File: config.mk
export PLATFORM = sky130hd
export DESIGN_NAME = seq_detector_param
export DESIGN_NICKNAME = d
export VERILOG_FILES = /design/src/rtl/seq_detector_param.sv
export SDC_FILE = /design/constraint.sdc
export NUM_CORES = 1
export LEC_CHECK = 0
export CAP_MARGIN = 15
export CORE_MARGIN = 1.5
export CORE_UTILIZATION = 45
export CTS_CLUSTER_DIAMETER = 80
export DETAILED_ROUTE_END_ITERATION = 6
export PLACE_DENSITY = 0.69
export SYNTH_ARGS = -nofsm -noshare
export SYNTH_HDL_FRONTEND = slang
export SYNTH_SLANG_ARGS = --single-unit
File: constraint.sdc
create_clock -name clk -period 5.3 [get_ports clk]
set_input_delay 1.59 -clock clk [delete_from_list [all_inputs] [get_ports clk]]
set_output_delay 1.59 -clock clk [all_outputs]
set_load 0.05 [all_outputs]
File: src/rtl/seq_detector_param.sv
// seq_detector_param: runtime-programmable serial pattern detector with overlap control
// Ports:
//   clk, reset        - rising-edge clock, asynchronous active-high reset
//   xin, en           - serial data bit, consumed only on cycles with en=1
//   load              - strobe capturing pat, pat_len and overlap
//   pat, pat_len      - pattern (pat[pat_len-1] arrives first) and its length (1..MAX_LEN)
//   overlap           - 1 keeps history after a match, 0 restarts the fill
//   y                 - one-cycle registered match pulse
//   armed             - high while running with a legal configuration
//   cfg_err           - set by a load with an illegal length, cleared by a legal load
//   match_cnt         - saturating match counter, present only with SEQDET_MATCH_CNT_EN
module seq_detector_param #(
    parameter int MAX_LEN = 8,
`ifdef SEQDET_MATCH_CNT_EN
    parameter int CNT_W = 16,
`endif
    localparam int LEN_W = $clog2(MAX_LEN + 1)
) (
    input  logic               clk,
    input  logic               reset,
    input  logic               xin,
    input  logic               en,
    input  logic               load,
    input  logic [MAX_LEN-1:0] pat,
    input  logic [LEN_W-1:0]   pat_len,
    input  logic               overlap,
    output logic               y,
    output logic               armed,
    output logic               cfg_err
`ifdef SEQDET_MATCH_CNT_EN
    ,
    output logic [CNT_W-1:0]   match_cnt
`endif
);
    typedef enum logic {IDLE, RUN} state_t;

    localparam logic [LEN_W:0] MAXL = (LEN_W + 1)'(MAX_LEN);

    state_t             state, state_nx;
    logic [MAX_LEN-1:0] hist, pat_r, hist_nx, mask;
    logic [LEN_W-1:0]   len_r, fill, fill_nx;
    logic [LEN_W:0]     fill_inc;
    logic               ovl_r, legal, match;

    assign legal    = (pat_len != '0) && ({1'b0, pat_len} <= MAXL);
    assign hist_nx  = {hist[MAX_LEN-2:0], xin};
    // Only the low len_r bits take part; a shift by MAX_LEN yields an all-ones mask
    assign mask     = ~({MAX_LEN{1'b1}} << len_r);
    // One bit wider so fill+1 cannot wrap when MAX_LEN+1 is a power of two
    assign fill_inc = {1'b0, fill} + (LEN_W + 1)'(1);
    assign match    = (fill_inc >= {1'b0, len_r}) && (((hist_nx ^ pat_r) & mask) == '0);
    assign fill_nx  = (match && !ovl_r) ? '0 : (fill_inc > MAXL ? MAXL[LEN_W-1:0] : fill_inc[LEN_W-1:0]);
    assign armed    = (state == RUN);

    always_comb begin
        state_nx = state;
        if (load) state_nx = legal ? RUN : IDLE;
    end

    always_ff @(posedge clk or posedge reset) begin
        if (reset) state <= IDLE;
        else state <= state_nx;
    end

    always_ff @(posedge clk or posedge reset) begin
        if (reset) begin
            hist    <= '0;
            fill    <= '0;
            pat_r   <= '0;
            len_r   <= '0;
            ovl_r   <= 1'b0;
            y       <= 1'b0;
            cfg_err <= 1'b0;
        end else if (load) begin
            hist    <= '0;
            fill    <= '0;
            pat_r   <= pat;
            len_r   <= pat_len;
            ovl_r   <= overlap;
            y       <= 1'b0;
            cfg_err <= !legal;
        end else if (state == RUN && en) begin
            hist    <= hist_nx;
            fill    <= fill_nx;
            y       <= match;
        end else begin
            y       <= 1'b0;
        end
    end

`ifdef SEQDET_MATCH_CNT_EN
    // Counts alongside y so the count and the pulse appear on the same cycle
    always_ff @(posedge clk or posedge reset) begin
        if (reset) match_cnt <= '0;
        else if (load) match_cnt <= '0;
        else if (state == RUN && en && match && !(&match_cnt)) match_cnt <= match_cnt + 1'b1;
    end
`endif
endmodule

==> After elaboration in Yosys (flattened, before gate mapping) <==
Index checks and enable logic that the tools add are counted.
{ "totals": {"ff_bits": 27, "in_bits": 18, "output_inout_bits": 3, "elab_cells": 34} }
{ "op_classes": {"n_addsub": 1, "order_cmp": 3, "shifts": 1, "muxes": 9, "bitwise_logic": 3, "reduce_logical": 9} }
{ "ops": {"columns": ["cell", "count"], "rows": [
  ["$mux W4", 4],
  ["$mux W7", 2],
  ["$and A8 B8 Y8", 1],
  ["$logic_not A8 Y1", 1],
  ["$not A8 Y8", 1],
  ["$shl A8 B4 Y8 const A", 1],
  ["$xor A8 B8 Y8", 1],
  ["$add A4 B1 Y5 const B", 1],
  ["$ge A5 B4 Y1", 1],
  ["$gt A5 B4 Y1 const B", 1],
  ["$le A4 B4 Y1 const B", 1],
  ["$logic_and A1 B1 Y1", 4],
  ["$reduce_bool A4 Y1", 1],
  ["$mux W1", 3],
  ["$logic_not A1 Y1", 2],
  ["$reduce_bool A2 Y1", 1]
]} }

==> Logic depth before layout (Yosys ltp) <==
Gate-level depths: netlist of run 1.
{ "depth": {"word_depth": 9, "ltp_mapped": 9, "mapped_depth_nobuf": 9} }

==> Worst setup path after synthesis of run 1 <==
Ideal clock, no wire load.
{ "synth_timing": {"path_type": "in2reg", "from": "in xin", "to": "reg fill[1]", "setup_ps": 121, "arrival_time_ps": 2581, "setup_slack_ps": 2597, "cell_stages": 5, "path_cell_list": "xor2_1 a222oi_1 nor3b_2 a31oi_1 a32o_2"} }
{ "synth_between": {"elab_chain_len": 8} }
{ "synth_lines": {"columns": ["element", "line_no", "text"], "rows": [
  ["start: declaration", "21", "input logic xin,"],
  ["$xor A8 B8 Y8", "51", "assign match = (fill_inc >= {1'b0, len_r}) && (((hist_nx ^ pat_r) & mask) == '0);"],
  ["$and A8 B8 Y8", "51", null],
  ["$logic_not A8 Y1", "51", null],
  ["$logic_and A1 B1 Y1", "51", null],
  ["$logic_and A1 B1 Y1", "52", "assign fill_nx = (match && !ovl_r) ? '0 : (fill_inc > MAXL ? MAXL[LEN_W-1:0] : fill_inc[LEN_W-1:0]);"],
  ["$mux W4", "52", null],
  ["$mux W4", "82", "end else if (state == RUN && en) begin"],
  ["$mux W4", "74", "end else if (load) begin"],
  ["end signal: assignment", "84", "fill <= fill_nx;"],
  ["end: declaration", "41", "logic [LEN_W-1:0] len_r, fill, fill_nx;"]
]} }
Every way passes these cells. The select of a mux whose other input is x is not followed.
A chain may end at the register's enable or synchronous reset.

==> Worst setup path after layout of run 1 <==
{ "layout_timing": {"from": "in load", "to": "reg fill[2]"} }
{ "layout_between": {"elab_chain_len": 1, "elab_cells_between_ends": 2, "classes_between": "1 x mux; 1 x reduce/logical"} }
{ "layout_lines": {"columns": ["element", "line_no", "text"], "rows": [
  ["start: declaration", "23", "input logic load,"],
  ["$mux W4 or $reduce_bool A2 Y1 (tied branches)", null, null]
]} }
Parallel ways exist; a longest one is shown, timed or not.

==> summary.txt, run 1 <==
Outcome
  – Status: finished clean

Power and ir drop
  – PD cells: 256 nW/um^2
  – VDD IR-drop max: 0.000239 V
  – Tot Pwr: 408 uW
  – Leakage: roughly 0.0007 uW

Setup path
  – Data arrival, critical path: around 3.9 ns
  – Worst r2r path cells: 8
  – Critical Path Fanout Max: 21
  – Worst setup SP type: primary input
  – Crit path from: load
  – Worst r2r dst: fill[2]
  – Critical path data required time: approximately 5.6 ns
  – Worst setup path endpoint: fill[2]
  – FF-to-FF Start: fill[0]
  – Setup CP Type: in -> reg
  – CP Capture Type: flip-flop
  – Flop2flop setup slack: about 3.1 ns

Placement
  – GPL Wtd Cong: 0.842
  – Inst Count DP: around 170
  – Setup WS pre-CTS: 1.28 ns
  – Post-DP HPWL: 1850 um
  – Port Buffers: 20
  – Cell Area, Placed: ~1600 sq um

Clocking
  – Hold Buf Count CTS: 0
  – Sink Count: 27
  – Max Root-Sink Buffers: 2
  – CTS clk-pin slew, worst paths: around 0.16 ns
  – Postcts setup bufs: 0
  – Total CTS buffers: 3
  – CTS tree: yes
  – H-tree depth: 1
  – Root Buffer: clkbuf_4
  – Clock Latency Late Sink: between 0.3 and 0.4 ns
  – Post-CTS Resized: 0

Timing
  – Final Max Slew Viols: 0
  – Clock skew: ~0.0054 ns
  – Slew headroom: between 30% and 40%
  – Hold Fails Final Rpt: 0
  – Final period utilization: about two thirds
  – Fin worst setup slack: 1.71 ns
  – TNS Setup: 0 ns
  – Least-Margin Pin Slew: 0.994 ns
  – RSZ-0062 raised after global routing: no
  – Max Fclk: 279 MHz
  – # setup viols final: 0
  – Final Critical Period: 3.59 ns

Global routing
  – Largest net degree at the start of global routing: 28
  – Total grt overflow: 0
  – GR Util met3: 4.76%
  – Initial antenna violation count: 0
  – Grt met1 use: a little under a quarter
  – Grt met2 use: 27.6%
  – First-pass GRT wire length: roughly 4300 um
  – Grt peak-use layer: met2
  – GRT Overall Usage: 17.4%
  – Vias in the first global route: 953

Final layout
  – Area Overhead vs Synth: 19.4%
  – Fin cells: 172
  – # diodes: 0
  – Finished Cell Area: 1600 sq um
  – Fraction of layout cells with a size suffix above 1: 11.3%
  – Final nets: about 170
  – Layout fillers: 242

Floorplan
  – Die Span Y: ~57 um
  – Die width: around 57 um
  – Row cnt: 19
  – Initial Util: 48.0%
  – Area of the die: between 3000 and 4000 sq um
  – Total core area: 2780 sq um
  – I/O Pins: 21

Drt
  – Post-DR wirelength/cell: 14.7 um
  – ANT nets after route: 0
  – First drt pass iteration count: 4
  – DRC Markers: 0
  – Vias: 944
  – Total wire length: 2540 um
  – DRT iter0 DRCs: 14
  – Via-per-instance ratio: about 5.5

Flow run
  – Max Cap Violations: 0

Synth
  – Synth warn: 0
  – Syn nets: 144
  – Synthesized area: 1340 sq um
  – Yosys reg bits: 27
  – Netlist cell types: 28
  – Mean Syn Cell Area: 11.1 sq um
  – Mapped Cells: between 100 and 150
  – Register area share after synthesis: 50.6%

Worst hold path
  – Worst hold path type: reg -> reg
==> sequential cells by signal, indices dropped and copies added, names as in the netlist <==
name / flops
len_r: 4
armed: 1
hist: 7
cfg_err: 1
y: 1
ovl_r: 1
fill: 4
pat_r: 8
==> routing by layer <==
layer | share of wire, % | wire (um)
met3 | 3.3 | 84
met1 | 47 | 1180
met5 | 0 | 0
met4 | 1.5 | 38
met2 | 48 | 1230
==> report_power, final <==
| group | internal, uW | total (uW) | switching (uW) |
|---|---|---|---|
| Combinational | 38.0 | 74.9 | 36.9 |
| Clock | 31.0 | 101 | 70.0 |
| Sequential | 219 | 232 | 12.8 |
==> how the worst min path moves through the flow <==
stage,startpoint,slack [ns],endpoint,depth (start not counted)
2_1_floorplan,ovl_r,0.48,ovl_r,1
5_1_grt,pat_r[0],0.57,pat_r[0],1
6_report,cfg_err,0.52,cfg_err,1
3_3_place_gp,cfg_err,0.48,cfg_err,1
4_1_cts,cfg_err,0.53,cfg_err,1
3_5_place_dp,cfg_err,0.50,cfg_err,1
==> cells in the final DEF (no fill, tap or decap), drive strengths merged <==
master | synthesis | final
clkbuf | 3 | 3
mux2 | 10 | 10
or4 | 1 | 1
clkdlybuf4s50 | 0 | 20
and4 | 1 | 1
o22ai | 1 | 1
a22o | 7 | 7
xnor2 | 6 | 6
mux2i | 1 | 1
nand2 | 9 | 9
o21ai | 9 | 9
nand3 | 4 | 4
nor3b | 1 | 1
or3 | 1 | 1
ha | 6 | 6
nand2b | 1 | 1
nor2 | 3 | 3
o21a | 1 | 1
a21oi | 6 | 6
a211oi | 2 | 2
nor3 | 2 | 2
a31oi | 2 | 2
a32o | 2 | 2
xor2 | 5 | 5
a222oi | 1 | 1
inv | 8 | 9
dfrtp | 27 | 27
==> stage by stage <==
step                util (%)  hold WS [ns]
finish                  57.4         0.524
global route            57.4         0.570
CTS                     57.4         0.532
detailed placement      56.2         0.497
global placement        56.2         0.482
floorplan                  -         0.482
==> worst max-delay path: stages <==
cell	delay (ns)
clkdlybuf4s50_1	0.80
nor2_1	0.66
o21ai_0	0.20
a31oi_1	0.33
a21oi_1	0.13
mux2i_1	0.16
==> layout make-up <==
| class | instances | area (sq um) | area share, % |
|---|---|---|---|
| Inverter | 8 | 30.0 | 1.88 |
| Timing Repair Buffer | 20 | 200 | 12.5 |
| Multi-Input combinational cell | 82 | 619 | 38.8 |
| Sequential cell | 27 | 676 | 42.4 |
| Tap cell | 31 | 38.8 | 2.43 |
| Clock inverter | 1 | 8.76 | 0.549 |
| Clock buffer | 3 | 22.5 | 1.41 |
==> Yosys cell counts <==
library cell	n	area [sq um]
dfrtp_1	27	676
mux2_2	10	113
nand2_1	9	33.8
inv_1	8	30.0
a22o_1	7	61.3
o21ai_0	7	35.0
a21oi_1	6	30.0
ha_1	6	75.1
xnor2_1	6	52.6
xor2_1	5	43.8
nand3_1	4	20.0
clkbuf_1	3	11.3
nor2_1	3	11.3
a211oi_1	2	15.0
a31oi_1	2	12.5
nor3_1	2	10.0
o21ai_1	2	10.0
a222oi_1	1	10.0
a32o_1	1	10.0
a32o_2	1	11.3
and4_1	1	8.76
mux2i_1	1	10.0
nand2b_1	1	6.26
nor3b_2	1	12.5
o21a_1	1	7.51
o22ai_1	1	6.26
or3_1	1	6.26
or4_1	1	7.51
==> cell families (layout without fill, tap and decap cells) <==
| family | count (synthesis) | in the layout | share of synthesized area (%) |
|---|---|---|---|
| AO/OA/AOI/OAI | 31 | 31 | 15.6 |
| flip-flops | 27 | 27 | 50.6 |
| AND/OR/NAND/NOR | 23 | 23 | 8.71 |
| XOR/XNOR | 11 | 11 | 7.21 |
| multiplexers | 11 | 11 | 9.18 |
| buffers and inverters | 11 | 32 | 3.09 |
| adder cells (fa/ha/maj) | 6 | 6 | 5.62 |
(Power assumes the default switching activity.)
==> run 2, diff against run 1 <==
PLACE_DENSITY = 0.71   (was 0.69)
clock period = 3 ns   (was 5.3 ns; I/O delays follow)
==> summary.txt, run 2 (synthesized netlist as in run 1, its figures left out) <==
Outcome
  – Status: finished clean

Floorplan
  – Area of the die: 3310 sq um
  – Total core area: 2780 sq um
  – Die Span Y: between 50 and 60 um
  – Row cnt: 19
  – Initial Util: 48.0%
  – Die width: around 57 um
  – I/O Pins: 21

Timing
  – Clock skew: 0.0106 ns
  – Max Fclk: 410 MHz
  – Slew headroom: 40.2%
  – Final Critical Period: 2.44 ns
  – Least-Margin Pin Slew: 0.897 ns
  – # setup viols final: 0
  – Final period utilization: roughly 81%
  – TNS Setup: 0 ns
  – RSZ-0062 raised after global routing: no
  – Hold Fails Final Rpt: 0
  – Final Max Slew Viols: 0

Setup path
  – Critical Path Fanout Max: 4
  – Setup CP Type: reg -> out
  – Worst setup SP type: flip-flop
  – Critical path buffers and inverters: 1
  – Family with the most delay on the worst path: buffers and inverters
  – Slowest stage delay, CP: 0.82 ns
  – Slowest cell on the critical path: clkdlybuf4s50_1
  – CP cell instances: clkdlybuf4s50_1
  – Flop2flop setup slack: 0.80 ns
  – CP Capture Type: output pin
  – Data arrival, critical path: roughly 1.5 ns
  – Critical path data required time: between 2 and 2.5 ns

Drt
  – DRC Markers: 0
  – ANT nets after route: 0
  – DRT iter0 DRCs: 16
  – Total wire length: 2520 um
  – Post-DR wirelength/cell: 14.4 um
  – First drt pass iteration count: 4
  – Vias: between 900 and 1000
  – Via-per-instance ratio: 5.53

Power and ir drop
  – PD cells: 436 nW/um^2
  – Leakage: 0.000725 uW
  – VDD IR-drop max: 0.000318 V

Final layout
  – # diodes: 0
  – Fraction of layout cells with a size suffix above 1: 13.2%
  – Fin cells: approximately 180
  – Largest register FFs: 8
  – Biggest registers after layout: pat_r: 8 flops, hist: 7 flops
  – Final nets: 169
  – Commonest cells after routing, fill and taps aside: dfrtp_1 (27), clkdlybuf4s50_1 (20), mux2_2 (10)
  – Largest reg by FF count: pat_r
  – Commonest non-fill, non-tap cell in the layout: dfrtp_1
  – Area Overhead vs Synth: 21.0%

Placement
  – Post-DP HPWL: 1920 um
  – Inst Count DP: 171
  – GPL Wtd Cong: about 0.81
  – Port Buffers: 20

Global routing
  – Total grt overflow: 0
  – GRT Overall Usage: 17.4%
  – First-pass GRT wire length: 4500 um
  – Vias in the first global route: 1053
  – Initial antenna violation count: 0
  – Largest net degree at the start of global routing: 28

Clocking
  – Clock Latency Late Sink: 0.32 ns
  – Sink Count: 27
  – CTS clk-pin slew, worst paths: 0.14 ns
  – Postcts setup bufs: 0
  – Total CTS buffers: 3
  – Hold Buf Count CTS: 0
  – CTS tree: yes
  – Max Root-Sink Buffers: 2
  – Root Buffer: clkbuf_4
  – Post-CTS Resized: 0
  – H-tree depth: 1

Worst hold path
  – Worst hold path type: reg -> reg

Flow run
  – Max Cap Violations: 0
## run 2: changes by cell type in the layout (fill, tap and decap cells not counted)
cell,delta
buf_4,+3
clkinvlp_4,+1
inv_6,-1
## run 2: final cells by class
class,count,area (sq um)
clock buffers,3,22.5
fillers,248,1160
clock inverters,1,7.51
flip-flops and latches,27,676
repair buffers,23,223
multi-input cells,82,619
well taps,31,38.8
inverters,8,30.0
## run 2: through the flow
stage | worst slack [ns] | total power, uW | cell area (sq um) | utilization [%] | hold WS [ns]
final | 0.562 | 704 | 1620 | 58.1 | 0.507
after global routing | 0.494 | 743 | 1620 | 58.1 | 0.554
after CTS | 0.541 | 712 | 1620 | 58.1 | 0.512
after detailed placement | 0.387 | 553 | 1590 | 57.0 | 0.480
after global placement | 0.430 | 548 | 1590 | 57.0 | 0.477
after floorplan | 0.987 | 499 | 1340 | - | 0.482
## run 2: path summary, 6_finish.rpt
check	cells past startpoint	end	from
worst max-delay path	1	armed	armed
worst min-delay path	1	cfg_err	cfg_err
worst max register to register	8	fill[2]	fill[0]
worst min register to register	1	cfg_err	cfg_err
max in group asynchronous	3	fill[0]	reset
min in group asynchronous	3	pat_r[4]	reset
## run 2: power breakdown
part / internal (uW) / switching, uW / leakage, uW
Sequential: 387 / 21.9 / 0.000343
Clock: 50.9 / 109 / 0.0000139
Combinational: 69.8 / 66.1 / 0.000368
Total: 508 / 197 / 0.000725
## run 2: per-layer routing
layer	track usage, %	vias to the layer above	share of wire, %
li1	-	483	-
met1	22.0	468	47
met2	30.5	14	50
met3	2.27	2	2.0
met4	5.65	0	0.67
met5	0	-	0
